**src/rtl/hpu_alu_wb_if.sv**
```systemverilog
// Exec-result and writeback bus for the HPU ALU writeback stage.
// The slave modport is the writeback stage's view of the bus. The master
// modport is the view of whatever drives exec results and consumes writebacks.
interface hpu_alu_wb_if #(
  parameter int PHY_W = 7,
  parameter int ROB_W = 6
);

  logic             exec_vld_i;
  logic             exec_rdy_o;
  logic             exec_rdst_en_i;
  logic [PHY_W-1:0] exec_phy_rdst_i;
  logic [31:0]      exec_rdst_data_i;
  logic [ROB_W-1:0] exec_rob_id_i;
  logic             exec_is_ctrl_i;
  logic [31:0]      exec_next_pc_i;
  logic [31:0]      exec_pred_pc_i;

  logic             wb_vld_o;
  logic             wb_rdy_i;
  logic             wb_rdst_en_o;
  logic [PHY_W-1:0] wb_phy_rdst_o;
  logic [31:0]      wb_data_o;
  logic [ROB_W-1:0] wb_rob_id_o;

  modport slave (
    input  exec_vld_i, exec_rdst_en_i, exec_phy_rdst_i, exec_rdst_data_i,
           exec_rob_id_i, exec_is_ctrl_i, exec_next_pc_i, exec_pred_pc_i,
    output exec_rdy_o,
    output wb_vld_o, wb_rdst_en_o, wb_phy_rdst_o, wb_data_o, wb_rob_id_o,
    input  wb_rdy_i
  );

  modport master (
    output exec_vld_i, exec_rdst_en_i, exec_phy_rdst_i, exec_rdst_data_i,
           exec_rob_id_i, exec_is_ctrl_i, exec_next_pc_i, exec_pred_pc_i,
    input  exec_rdy_o,
    input  wb_vld_o, wb_rdst_en_o, wb_phy_rdst_o, wb_data_o, wb_rob_id_o,
    output wb_rdy_i
  );

endinterface

```
**src/rtl/hpu_alu_wb.sv**
```systemverilog
// HPU ALU writeback stage.
//
// Accepted ALU results are buffered in a small FIFO and written back to the ROB.
// A control instruction whose resolved next PC differs from its predicted PC
// triggers a one-cycle frontend redirect. After the redirect, the block swallows
// exec results until the pipeline reports that younger instructions have been
// purged.
//
// Optional feature: define HPU_ALU_WB_PERF_EN to add the perf_ctrl_cnt_o and
// perf_mispred_cnt_o performance counters.
module hpu_alu_wb #(
  parameter int PHY_W    = 7,
  parameter int ROB_W    = 6,
  parameter int WB_DEPTH = 2
) (
  input  logic        clk_i,
  input  logic        rst_i,
  hpu_alu_wb_if.slave bus,
  output logic        redirect_vld_o,
  output logic [31:0] redirect_pc_o,
  input  logic        flush_done_i
`ifdef HPU_ALU_WB_PERF_EN
  ,
  output logic [31:0] perf_ctrl_cnt_o,
  output logic [31:0] perf_mispred_cnt_o
`endif
);

  localparam int PTR_W = $clog2(WB_DEPTH);
  localparam int ENT_W = 1 + PHY_W + 32 + ROB_W;

  typedef enum logic [1:0] {
    RUN   = 2'd0,
    REDIR = 2'd1,
    DRAIN = 2'd2
  } state_e;

  state_e           state_q, state_d;
  logic [ENT_W-1:0] fifoMem_q [WB_DEPTH];
  logic [PTR_W-1:0] wrPtr_q, rdPtr_q;
  logic [PTR_W:0]   count_q;
  logic [31:0]      redirectPc_q;

  logic             fifoFull, fifoEmpty;
  logic             execRdy, accept, push, pop, mispredict, wbVld;
  logic [ENT_W-1:0] pushEntry, headEntry;

  assign fifoFull  = (count_q == (PTR_W+1)'(WB_DEPTH));
  assign fifoEmpty = (count_q == '0);

  // Ready is held low during reset, so a reset cycle can never accept anything.
  assign execRdy = !rst_i && (((state_q == RUN) && !fifoFull) || (state_q == DRAIN));
  assign bus.exec_rdy_o = execRdy;

  assign accept     = bus.exec_vld_i && execRdy;
  assign push       = accept && (state_q == RUN);
  assign mispredict = push && bus.exec_is_ctrl_i &&
                      (bus.exec_next_pc_i != bus.exec_pred_pc_i);

  assign wbVld        = !rst_i && !fifoEmpty;
  assign bus.wb_vld_o = wbVld;
  assign pop          = wbVld && bus.wb_rdy_i;

  assign pushEntry = {bus.exec_rdst_en_i, bus.exec_phy_rdst_i,
                      bus.exec_rdst_data_i, bus.exec_rob_id_i};
  assign headEntry = fifoMem_q[rdPtr_q];

  // The head is shown only while valid, so the payload reads as zero when idle or in reset.
  assign {bus.wb_rdst_en_o, bus.wb_phy_rdst_o, bus.wb_data_o, bus.wb_rob_id_o} =
    wbVld ? headEntry : '0;

  assign redirect_vld_o = !rst_i && (state_q == REDIR);
  assign redirect_pc_o  = rst_i ? 32'd0 : redirectPc_q;

  // Redirect FSM next-state logic. DRAIN waits for the pipeline to finish its flush.
  always_comb begin
    state_d = state_q;
    unique case (state_q)
      RUN:     if (mispredict) state_d = REDIR;
      REDIR:   state_d = DRAIN;
      DRAIN:   if (flush_done_i) state_d = RUN;
      default: state_d = RUN;
    endcase
  end

  // State register. Reset returns to RUN, which abandons any redirect in flight.
  always_ff @(posedge clk_i) begin
    if (rst_i) state_q <= RUN;
    else       state_q <= state_d;
  end

  // Capture the redirect target when the mispredicting result is accepted.
  always_ff @(posedge clk_i) begin
    if (rst_i)           redirectPc_q <= 32'd0;
    else if (mispredict) redirectPc_q <= bus.exec_next_pc_i;
  end

  // Writeback FIFO. Power-of-two depth lets the pointers wrap naturally.
  always_ff @(posedge clk_i) begin
    if (rst_i) begin
      wrPtr_q <= '0;
      rdPtr_q <= '0;
      count_q <= '0;
      for (int i = 0; i < WB_DEPTH; i++) fifoMem_q[i] <= '0;
    end else begin
      if (push) begin
        fifoMem_q[wrPtr_q] <= pushEntry;
        wrPtr_q            <= wrPtr_q + PTR_W'(1);
      end
      if (pop) rdPtr_q <= rdPtr_q + PTR_W'(1);
      unique case ({push, pop})
        2'b10:   count_q <= count_q + (PTR_W+1)'(1);
        2'b01:   count_q <= count_q - (PTR_W+1)'(1);
        default: count_q <= count_q;
      endcase
    end
  end

`ifdef HPU_ALU_WB_PERF_EN
  logic [31:0] ctrlCnt_q, mispredCnt_q;

  // Performance counters. Only results taken in RUN are counted; both wrap at 2^32.
  always_ff @(posedge clk_i) begin
    if (rst_i) begin
      ctrlCnt_q    <= 32'd0;
      mispredCnt_q <= 32'd0;
    end else begin
      if (push && bus.exec_is_ctrl_i) ctrlCnt_q    <= ctrlCnt_q + 32'd1;
      if (mispredict)                 mispredCnt_q <= mispredCnt_q + 32'd1;
    end
  end

  assign perf_ctrl_cnt_o    = ctrlCnt_q;
  assign perf_mispred_cnt_o = mispredCnt_q;
`endif

endmodule

```
**src/flat_wrapper.sv**
```systemverilog
// flat-port wrapper written by rule: the top's interface ports become plain ports
module hpu_alu_wb_flat 
#(
  parameter int PHY_W    = 7,
  parameter int ROB_W    = 6,
  parameter int WB_DEPTH = 2
)
  (clk_i, rst_i, redirect_vld_o, redirect_pc_o, flush_done_i, bus_exec_vld_i, bus_exec_rdst_en_i, bus_exec_phy_rdst_i, bus_exec_rdst_data_i, bus_exec_rob_id_i, bus_exec_is_ctrl_i, bus_exec_next_pc_i, bus_exec_pred_pc_i, bus_exec_rdy_o, bus_wb_vld_o, bus_wb_rdst_en_o, bus_wb_phy_rdst_o, bus_wb_data_o, bus_wb_rob_id_o, bus_wb_rdy_i);
  hpu_alu_wb_if #(.PHY_W(PHY_W), .ROB_W(ROB_W)) bus_i ();
  input  logic clk_i;
  input  logic rst_i;
  output logic redirect_vld_o;
  output logic [31:0] redirect_pc_o;
  input  logic flush_done_i;
  input wire logic [$bits(bus_i.exec_vld_i)-1:0] bus_exec_vld_i;
  input wire logic [$bits(bus_i.exec_rdst_en_i)-1:0] bus_exec_rdst_en_i;
  input wire logic [$bits(bus_i.exec_phy_rdst_i)-1:0] bus_exec_phy_rdst_i;
  input wire logic [$bits(bus_i.exec_rdst_data_i)-1:0] bus_exec_rdst_data_i;
  input wire logic [$bits(bus_i.exec_rob_id_i)-1:0] bus_exec_rob_id_i;
  input wire logic [$bits(bus_i.exec_is_ctrl_i)-1:0] bus_exec_is_ctrl_i;
  input wire logic [$bits(bus_i.exec_next_pc_i)-1:0] bus_exec_next_pc_i;
  input wire logic [$bits(bus_i.exec_pred_pc_i)-1:0] bus_exec_pred_pc_i;
  output wire logic [$bits(bus_i.exec_rdy_o)-1:0] bus_exec_rdy_o;
  output wire logic [$bits(bus_i.wb_vld_o)-1:0] bus_wb_vld_o;
  output wire logic [$bits(bus_i.wb_rdst_en_o)-1:0] bus_wb_rdst_en_o;
  output wire logic [$bits(bus_i.wb_phy_rdst_o)-1:0] bus_wb_phy_rdst_o;
  output wire logic [$bits(bus_i.wb_data_o)-1:0] bus_wb_data_o;
  output wire logic [$bits(bus_i.wb_rob_id_o)-1:0] bus_wb_rob_id_o;
  input wire logic [$bits(bus_i.wb_rdy_i)-1:0] bus_wb_rdy_i;
  assign bus_i.exec_vld_i = bus_exec_vld_i;
  assign bus_i.exec_rdst_en_i = bus_exec_rdst_en_i;
  assign bus_i.exec_phy_rdst_i = bus_exec_phy_rdst_i;
  assign bus_i.exec_rdst_data_i = bus_exec_rdst_data_i;
  assign bus_i.exec_rob_id_i = bus_exec_rob_id_i;
  assign bus_i.exec_is_ctrl_i = bus_exec_is_ctrl_i;
  assign bus_i.exec_next_pc_i = bus_exec_next_pc_i;
  assign bus_i.exec_pred_pc_i = bus_exec_pred_pc_i;
  assign bus_exec_rdy_o = bus_i.exec_rdy_o;
  assign bus_wb_vld_o = bus_i.wb_vld_o;
  assign bus_wb_rdst_en_o = bus_i.wb_rdst_en_o;
  assign bus_wb_phy_rdst_o = bus_i.wb_phy_rdst_o;
  assign bus_wb_data_o = bus_i.wb_data_o;
  assign bus_wb_rob_id_o = bus_i.wb_rob_id_o;
  assign bus_i.wb_rdy_i = bus_wb_rdy_i;
  hpu_alu_wb #(.PHY_W(PHY_W), .ROB_W(ROB_W), .WB_DEPTH(WB_DEPTH)) u_core (.clk_i(clk_i), .rst_i(rst_i), .bus(bus_i), .redirect_vld_o(redirect_vld_o), .redirect_pc_o(redirect_pc_o), .flush_done_i(flush_done_i));
endmodule
```
**config.mk**
```make
export PLATFORM = sky130hd
export DESIGN_NAME = hpu_alu_wb_flat
export DESIGN_NICKNAME = d
export VERILOG_FILES = /design/src/rtl/hpu_alu_wb_if.sv /design/src/rtl/hpu_alu_wb.sv /design/src/flat_wrapper.sv
export SDC_FILE = /design/constraint.sdc
export NUM_CORES = 1
export LEC_CHECK = 0
export CORE_MARGIN = 2
export CORE_UTILIZATION = 50
export CTS_CLUSTER_DIAMETER = 150
export CTS_CLUSTER_SIZE = 25
export DETAILED_ROUTE_END_ITERATION = 7
export GPL_TIMING_DRIVEN = 0
export PLACE_DENSITY = 0.83
export SYNTH_ARGS = -nofsm -noshare
export SYNTH_HDL_FRONTEND = slang
export SYNTH_SLANG_ARGS = --single-unit
```
**constraint.sdc**
```tcl
create_clock -name clk_i -period 8.6 [get_ports clk_i]
set_clock_uncertainty 0.2 [all_clocks]
set_input_delay 1.72 -clock clk_i [delete_from_list [all_inputs] [get_ports clk_i]]
set_output_delay 1.72 -clock clk_i [all_outputs]
set_load 0.05 [all_outputs]
```
==> results of run 1 <==
## Yosys cell counts, types with 2 or more instances
cell type / number
inv_1: 3
or2_1: 2
a211oi_4: 2
edfxtp_1: 92
dfxtp_1: 39
a21oi_1: 2
mux2_4: 29
nor2_1: 55
xnor2_1: 35
clkbuf_1: 13
buf_6: 3
nor4_2: 2
nor2b_1: 32
nand4_1: 8
mux2i_1: 46
and2_1: 93
buf_1: 8
mux2_1: 3
buf_2: 3
## metrics by stage
stage / util, % / setup slack [ns] / area (sq um) / power, mW
3_5_place_dp: 69.46 / 2.343 / 8308 / 1.054
3_3_place_gp: 69.12 / 2.372 / 8268 / 1.044
5_1_grt: 73.79 / 2.230 / 8826 / 1.720
6_report: 73.79 / 2.395 / 8826 / 1.663
4_1_cts: 73.79 / 2.345 / 8826 / 1.675
2_1_floorplan: - / 3.589 / 6122 / 0.9243
## metal layers
layer	global-route usage [%]	share of wire, %	routed length, um	vias up
li1	-	-	-	2064
met2	39.61	52	7341	183
met3	6.935	8.1	1147	20
met5	0	0	0	-
met1	24.60	38	5401	2027
met4	8.862	1.8	255	0
## flip-flops by register name (all words and copies together), names as in the netlist, named ones only
name and flops:
u_core.wrPtr_q 1, u_core.count_q 2, u_core.redirectPc_q 32, u_core.state_q 2, u_core.fifoMem_q 92, u_core.rdPtr_q 1
## worst paths after layout
check / start / to / slack, ns
worst min register to register: u_core.rdPtr_q / flop / 0.32
worst min-delay path: u_core.rdPtr_q / flop / 0.32
worst max-delay path: rst_i / bus_wb_data_o[1] / 2.39
worst max register to register: u_core.count_q[0] / u_core.fifoMem_q[0][44] / 6.09
## worst register-to-register path: stages (launching register included)
cell,delay (ns)
dfxtp_1,0.42
nor2_2,0.09
a211oi_4,0.30
nand3_4,0.16
nor2_1,0.14
buf_2,0.26
or2_2,0.35
buf_12,0.28
## report_power, final
part           switching (mW)  total (mW)  internal (mW)
combinational           0.164       0.304          0.140
sequential             0.0130       0.736          0.723
clock                   0.260       0.623          0.363
total                   0.436        1.66           1.23
## area by class of cell
class	instances	share of cell area, %
Buffer	27	1.446
Sequential cell	131	40.15
Tap cell	147	2.084
Inverter	3	0.1276
Timing Repair Buffer	198	22.68
Clock inverter	15	1.049
Multi-Input combinational cell	318	27.64
Clock buffer	17	4.820
## logic make-up (layout without fill, tap and decap cells)
group,Yosys count,after routing,share of synthesized area [%]
flip-flops,131,131,57.88
AND/OR/NAND/NOR,198,198,18.41
multiplexers,78,78,15.18
buffers and inverters,30,260,2.268
adder cells (fa/ha/maj),1,1,0.2043
AO/OA/AOI/OAI,5,5,0.8992
XOR/XNOR,36,36,5.150
==> run metrics, run 1 <==
CP max stage cell=clkdlybuf4s50_1; Final Wtd Congestion=0.8009; Syn Nets=596; worst slew pin tran=approximately 0.74 ns; most frequent cells in the layout=196 x clkdlybuf4s50_1, 93 x and2_1, 92 x edfxtp_1; CTS tree=yes; Die Ht=114.7 um; initial antenna violation count=0; crit path kind=in2out; dpl hpwl=approximately 11 mm; Final nets=roughly 810; Synth cell types=28; crit-path most repeated cell=clkdlybuf4s50_1; via count=about 4.3k; CTS max path bufs=2; CTS resizes=0; cells on worst reg2reg path=7; multi-input logic area=0.002440 sq mm; die width=between 100 and 150 um; Layout Cells excl Fill=856; P_leak=roughly 3.2 nW; global-route usage over all layers=between 20% and 30%; drt wl/cell=between 15 and 20 um; 1st-pass router iterations=5; number of cells on the critical path=6; I/O Pins=slightly below 200; sequential share of the synthesized area=between 50% and 60%; # Post-CTS Setup Buffers=0; Antenna diodes=0; pwr/cell area=roughly 190 mW/mm^2; register area=around 0.0035 sq mm; Crit path buffers/inverters=4; total congestion overflow=0; CTS Buf Count=17; #FFs+latches synth=about 130; most common cell after layout, fill and taps aside=clkdlybuf4s50_1; Cells after Synth=479; DRT iter0 DRCs=between 200 and 250; DRC viols=0; slowest stage delay, CP=just over 0.8 ns; Final Hold Slack=0.3176 ns; arrival time worst endpoint=roughly 4.3 ns; cell count after placement=slightly above 800; CP top delay family=buffers and inverters; cell area after synthesis=about 0.0061 sq mm; Yosys top cell by area=edfxtp_1; cts hold-fix bufs=0; Layout fillers=between 800 and 900; top post-synthesis cells by area=edfxtp_1 45%, dfxtp_1 13%, and2_1 9.5%, mux2i_1 7.5%, mux2_4 7.1%; share of cells above drive strength 1=between 10 and 15%; worst endpoint required time=about 6.7 ns; Area Overhead vs Synth=44.17%; Finish-stage setup viols=0; max cap viols=0; core footprint=about 0.012 sq mm; Post-Route WL=between 10 and 15 mm; vias per cell=about 5.0; H-tree depth=4; clock slew seen by the registers of the worst setup and hold paths=about 0.050 ns; Final period util=between 70% and 80%; Fin. Hold Viols=0; global-route wire length before repair=between 20 and 25 mm; worst min-delay path class=reg2reg; Slew Limit Fails=0; min Tclk post-route=between 6 and 7 ns; # port buffers=a little under 200; fmax=about 160 MHz; number of global-route vias before repair=about 4.5k; Synth async-reset ratio=0%; area share of the largest cell type after synthesis=a little under half; crit-path cells=clkdlybuf4s50_1, or2_2, clkbuf_1, buf_1, nor2_1, clkdlybuf4s50_1; Crit. End Element=primary output; Setup TNS Final=0 ns; Avg Cell Area, Syn=about 13 sq um; RSZ-0062 raised after global routing=false; Initial Utilization=51.18%; most used flip-flop cell after synthesis=edfxtp_1; worst-path fanout max=10; run status=finished, final reports clean; row cnt=40; EDFF count, synth=92; startpoint types=input port; max_slew headroom=between 50% and 60%; VDD IR-drop max=0.0001216 V; Die ar.=0.01315 sq mm; worst skew pair latency=~0.4 ns; largest net degree at the start of global routing=37; # clock sinks=131; Post-DRT Antenna Nets=0; hold path depth=2; clk root buf=clkbuf_16; Syn. warnings=0
Note: power is estimated with default switching activity, not from simulation.
==> inputs of run 2 (changes only) <==
Settings changed: CORE_UTILIZATION 50 to 42, PLACE_DENSITY 0.83 to 0.74.
Clock period 8.6 ns to 5.48 ns, I/O delays scaled along.
==> run 2 against run 1 <==
  * Count of clock-buffer cells in the layout stayed put
  * Worst hold slack better by 0.020 ns
  * Setup slack worse by 1.9 ns
  * Register-to-register slack worse by 3.3 ns
  * Sequential share of layout area is 0.82 points lower
  * First-iteration DRC count is 1.3% higher
  * Cell count is 4.3% higher
  * Critical endpoint is now bus_wb_phy_rdst_o[6]
  * Final area is 2.1% higher
==> run metrics, run 2 (synthesis results as in run 1) <==
Crit path buffers/inverters=4 (unchanged); Die Ht=124.7 um (+8.8%); worst slew pin tran=0.7337 ns (-0.002690 ns); CTS tree=yes; most frequent cells in the layout=196 x clkdlybuf4s50_1, 93 x and2_1, 92 x edfxtp_1; CP top delay family=buffers and inverters; total congestion overflow=0 (unchanged); CTS Buf Count=17 (unchanged); Finish-stage setup viols=0 (unchanged); Largest regs=u_core.fifoMem_q: 92 flops, u_core.redirectPc_q: 32 flops; Post-DRT Antenna Nets=0 (unchanged); share of cells above drive strength 1=11.14% (+0.28 points); Final Wtd Congestion=0.7356 (-8.2%); max reg flops=92 (unchanged); PnR worst setup slack=0.4834 ns (-1.911 ns); cts hold-fix bufs=0 (unchanged); clock slew seen by the registers of the worst setup and hold paths=0.06 ns (about the same); row cnt=44 (+10%); Antenna diodes=0 (unchanged); Layout Cells excl Fill=893 (+4.3%); die width=124.7 um (+8.8%); slowest stage delay, CP=0.74 ns (-0.09 ns); max cap viols=0 (unchanged); Crit. End Element=primary output; via count=4267 (-0.63%); Final period util=between 90 and 100%; initial antenna violation count=0 (unchanged); Die ar.=0.01556 sq mm (+18%); vias per cell=4.778 (-4.7%); global-route wire length before repair=22.46 mm (+2.0%); Initial Utilization=42.61% (-8.6 points); 1st-pass router iterations=4 (-1); crit path kind=in2out; arrival time worst endpoint=3.70 ns (-0.59 ns); total power=2.869 mW (+73%); P_leak=3.235 nW (+2.1%); crit-path cells=clkdlybuf4s50_1, or2_2, clkbuf_1, buf_1, nor2_1, clkdlybuf4s50_1; Post-Route WL=14.11 mm (-0.25%); dpl cell area=0.008354 sq mm (+0.56%); most common cell after layout, fill and taps aside=clkdlybuf4s50_1; DRC viols=0 (unchanged); CTS resizes=0 (unchanged); worst skew pair latency=0.41 ns (about the same); largest net degree at the start of global routing=32 (-14%); run status=finished, final reports clean; Layout fillers=1134 (+38%); max_slew headroom=51.09% (+0.18 points); drt wl/cell=15.80 um (-4.4%); final instance area=0.009010 sq mm (+2.1%); clk root buf=clkbuf_16; post-route core utilization=62.70% (-11 points); DP Worst Slack=0.3888 ns (-1.954 ns); Area Overhead vs Synth=47.17%; startpoint types=input port; Most flops, register=u_core.fifoMem_q; Final nets=813 (unchanged); RSZ-0062 raised after global routing=false; I/O Pins=197 (unchanged); worst min-delay path class=reg2reg; number of global-route vias before repair=4441 (-0.76%); DRT iter0 DRCs=230 (+1.3%); Setup TNS Final=0 ns (unchanged); # port buffers=196 (unchanged); Slew Limit Fails=0 (unchanged); min Tclk post-route=around 5.0 ns; # clock sinks=131 (unchanged); core footprint=0.01437 sq mm (+20%); dpl hpwl=10.57 mm (-0.53%); crit-path most repeated cell=clkdlybuf4s50_1; CTS max path bufs=2 (unchanged); fmax=between 200 and 250 MHz; global-route usage over all layers=18.44% (-3.8 points); pwr/cell area=318.4 mW/mm^2 (+69%); H-tree depth=4 (unchanged); cell count after placement=861 (+4.5%); worst endpoint required time=4.18 ns (-2.50 ns); CP max stage cell=clkdlybuf4s50_1; worst-path fanout max=10 (unchanged); Final Hold Slack=0.3381 ns (+0.02043 ns); Fin. Hold Viols=0 (unchanged); VDD IR-drop max=0.0001865 V (+53%); # Post-CTS Setup Buffers=0 (unchanged)
## run 2: cell types whose count changed in the layout (fill, tap and decap cells not counted)
cell,change
clkinvlp_2,+1
clkinvlp_4,-3
inv_8,+1
clkinv_1,-2
clkinv_2,-5
clkinv_4,+3
bufinv_16,+5
## run 2: final timing paths
kind | start | end | slack [ns] | depth (start not counted)
hold reg to reg | u_core.rdPtr_q | u_core.rdPtr_q | 0.34 | 2
hold / removal | u_core.rdPtr_q | u_core.rdPtr_q | 0.34 | 2
setup / recovery | rst_i | bus_wb_phy_rdst_o[6] | 0.48 | 6
setup reg to reg | u_core.count_q[0] | u_core.fifoMem_q[0][39] | 2.81 | 7
## run 2: power by group
group | internal [mW] | switching [mW] | total (mW)
logic | 0.220 | 0.255 | 0.475
clock network | 0.813 | 0.427 | 1.24
registers | 1.13 | 0.0198 | 1.15
total | 2.17 | 0.702 | 2.87
## run 2: tightest hold or removal path, delay by kind of cell, from the launching register on
kind / cells / cell delay, ns
flops: 1 / 0.34
simple gates: 1 / 0.08
xor+xnor: 1 / 0.09
## run 2: layout make-up
cell class                 instances  area, sq um  share of cell area (%)
clock buffer                      17        425.4                   4.722
buffer                            27        127.6                   1.416
inverter                           3        11.26                  0.1250
timing repair buffer             198         2002                   22.22
sequential                       131         3543                   39.33
tap                              184        230.2                   2.555
multi-input combinational        318         2440                   27.08
clock inverter                    15        230.2                   2.555
## run 2: layer usage
metal	share of wire [%]	vias up	wire length, um	GRT usage [%]
met1	40	2007	5702	21.62
li1	-	2074	-	-
met5	0	-	0	0
met3	8.5	15	1196	5.713
met4	1.2	0	164	5.354
met2	50	171	7045	32.47
==> inputs of run 3 (changes only) <==
Settings changed: CORE_MARGIN 2 to 10, SKIP_LAST_GASP set to 1.
==> run 3 against run 2 <==
  * Core utilization shrank 0.74 points
  * Cell count grew 0.11%
  * Clock power shrank 11%
  * Global-route usage shrank 2.4 points
  * Critical path depth is the same
  * Flip-flop and latch count is the same
  * Final area shrank 0.81%
  * Largest cell class unchanged
  * Largest power group is now registers
==> run metrics, run 3 (synthesis results as in run 1) <==
run status=finished, final reports clean; CTS max path bufs=2 (unchanged); GRT busiest layer=met2; pwr/cell area=305.4 mW/mm^2 (-4.1%); min Tclk post-route=4.980 ns (-0.01681 ns); Finish-stage setup viols=0 (unchanged); CTS Buf Count=17 (unchanged); Final Hold Slack=0.3142 ns (-0.02388 ns); most common cell after layout, fill and taps aside=clkdlybuf4s50_1; hold path depth=2 (unchanged); arrival time worst endpoint=3.68 ns (-0.02 ns); dpl hpwl=12.32 mm (+17%); Post-Route WL=15.90 mm (+13%); Final period util=90.87% (-0.31 points); P_leak=3.189 nW (-1.4%); Die ar.=0.01981 sq mm (+27%); via count=4251 (-0.37%); DRT iter0 DRCs=124 (-46%); die width=140.7 um (+13%); crit path kind=in2out; worst endpoint required time=4.18 ns (about the same); Initial Utilization=42.44% (-0.16 points); CTS resizes=0 (unchanged); Final nets=813 (unchanged); worst skew pair latency=0.40 ns (about the same); Area Overhead vs Synth=45.98%; fmax=200.8 MHz (+0.34%); core footprint=0.01442 sq mm (+0.38%); Layout Cells excl Fill=894 (+0.11%); Fin. Hold Viols=0 (unchanged); vias per cell=4.755 (-0.49%); max cap viols=0 (unchanged); GRT met2 Usage=26.23% (-6.2 points); Most flops, register=u_core.fifoMem_q; max_slew headroom=51.83% (+0.75 points); share of cells above drive strength 1=11.00% (-0.14 points); Die Ht=140.7 um (+13%); drt wl/cell=17.79 um (+13%); global-route wire length before repair=25.25 mm (+12%); DRC viols=0 (unchanged); global-route usage over all layers=16.08% (-2.4 points); FF-to-FF setup slack=2.87 ns (+0.06 ns); number of global-route vias before repair=4774 (+7.5%); RSZ-0062 raised after global routing=false; Slew Limit Fails=0 (unchanged); # port buffers=196 (unchanged); min-delay src=u_core.rdPtr_q; clock slew seen by the registers of the worst setup and hold paths=0.06 ns (about the same); Largest regs=u_core.fifoMem_q: 92 flops, u_core.redirectPc_q: 32 flops; r2r startpoint=u_core.count_q[0]; cell count after placement=861 (unchanged); largest net degree at the start of global routing=38 (+19%); worst min-delay path class=reg2reg; Final Wtd Congestion=0.8305 (+13%); 1st-pass router iterations=4 (unchanged); CTS tree=yes; I/O Pins=197 (unchanged); # clock sinks=131 (unchanged); Post-DRT Antenna Nets=0 (unchanged); clk root buf=clkbuf_16; post-route core utilization=61.96% (-0.74 points); row cnt=44 (unchanged); PnR worst setup slack=0.5002 ns (+0.01681 ns); worst-path fanout max=10 (unchanged); met3 Use GR=9.338% (+3.6 points); VDD IR-drop max=0.0001819 V (-2.5%); worst slew pin tran=0.7225 ns (-0.01118 ns); H-tree depth=4 (unchanged); most frequent cells in the layout=196 x clkdlybuf4s50_1, 93 x and2_1, 92 x edfxtp_1; cells on worst reg2reg path=7 (unchanged); startpoint types=input port; Setup TNS Final=0 ns (unchanged); DP Worst Slack=0.4566 ns (+0.06771 ns); # Post-CTS Setup Buffers=0 (unchanged); initial antenna violation count=0 (unchanged); met1 Resource Use GR=17.16% (-4.5 points); max reg flops=92 (unchanged); RR Endpoint=u_core.fifoMem_q[1][44]; Crit. End Element=primary output; cts hold-fix bufs=0 (unchanged); total congestion overflow=0 (unchanged)
## run 3: changes by cell type in the layout (fill, tap and decap cells not counted)
| cell | change |
|---|---|
| bufinv_16 | -3 |
| clkinvlp_4 | +3 |
| clkinv_4 | -2 |
| inv_6 | +2 |
| clkinv_1 | +1 |
| diode_2 | +1 |
| inv_8 | -1 |
## run 3: layout make-up
| class | instances | area, sq um |
|---|---|---|
| antenna | 1 | 2.502 |
| buffer | 27 | 127.6 |
| clock buffer | 17 | 425.4 |
| clock inverter | 15 | 155.1 |
| fill | 1166 | 5487 |
| inverter | 3 | 11.26 |
| multi-input combinational | 318 | 2440 |
| sequential | 131 | 3543 |
| tap | 184 | 230.2 |
| timing repair buffer | 198 | 2002 |
## run 3: worst max-delay path, stage by stage
cell and delay [ns]:
clkdlybuf4s50_1 0.60, or2_2 0.40, clkbuf_1 0.26, buf_1 0.31, nor2_1 0.19, clkdlybuf4s50_1 0.82
## run 3: metrics by stage
| step | cell area [sq um] | power [mW] |
|---|---|---|
| global placement | 8314 | 1.646 |
| floorplan | 6122 | 1.451 |
| global route | 8935 | 2.839 |
| finish | 8937 | 2.730 |
| detailed placement | 8354 | 1.659 |
| CTS | 8935 | 2.764 |
## run 3: how the worst max path moves through the flow
stage | start | to | slack [ns] | cells past startpoint
floorplan | rst_i | u_core.fifoMem_q[0][0] | 1.64 | 5
global placement | rst_i | bus_wb_data_o[0] | 0.45 | 6
global route | rst_i | bus_wb_rob_id_o[5] | 0.34 | 6
finish | rst_i | bus_wb_data_o[0] | 0.50 | 6
CTS | rst_i | bus_wb_data_o[0] | 0.45 | 6
detailed placement | rst_i | bus_wb_data_o[0] | 0.46 | 6
## run 3: power by group
| part | internal, mW | total, mW | switching (mW) | leakage [nW] |
|---|---|---|---|---|
| registers | 1.13 | 1.15 | 0.0197 | 1.28 |
| logic | 0.220 | 0.478 | 0.259 | 1.64 |
| clock network | 0.671 | 1.10 | 0.426 | 0.266 |
## run 3: per-layer routing
layer | routed length, um | vias up
met5 | 0 | -
met2 | 7478 | 178
met3 | 1942 | 13
met1 | 6259 | 1990
li1 | - | 2070
met4 | 221 | 0
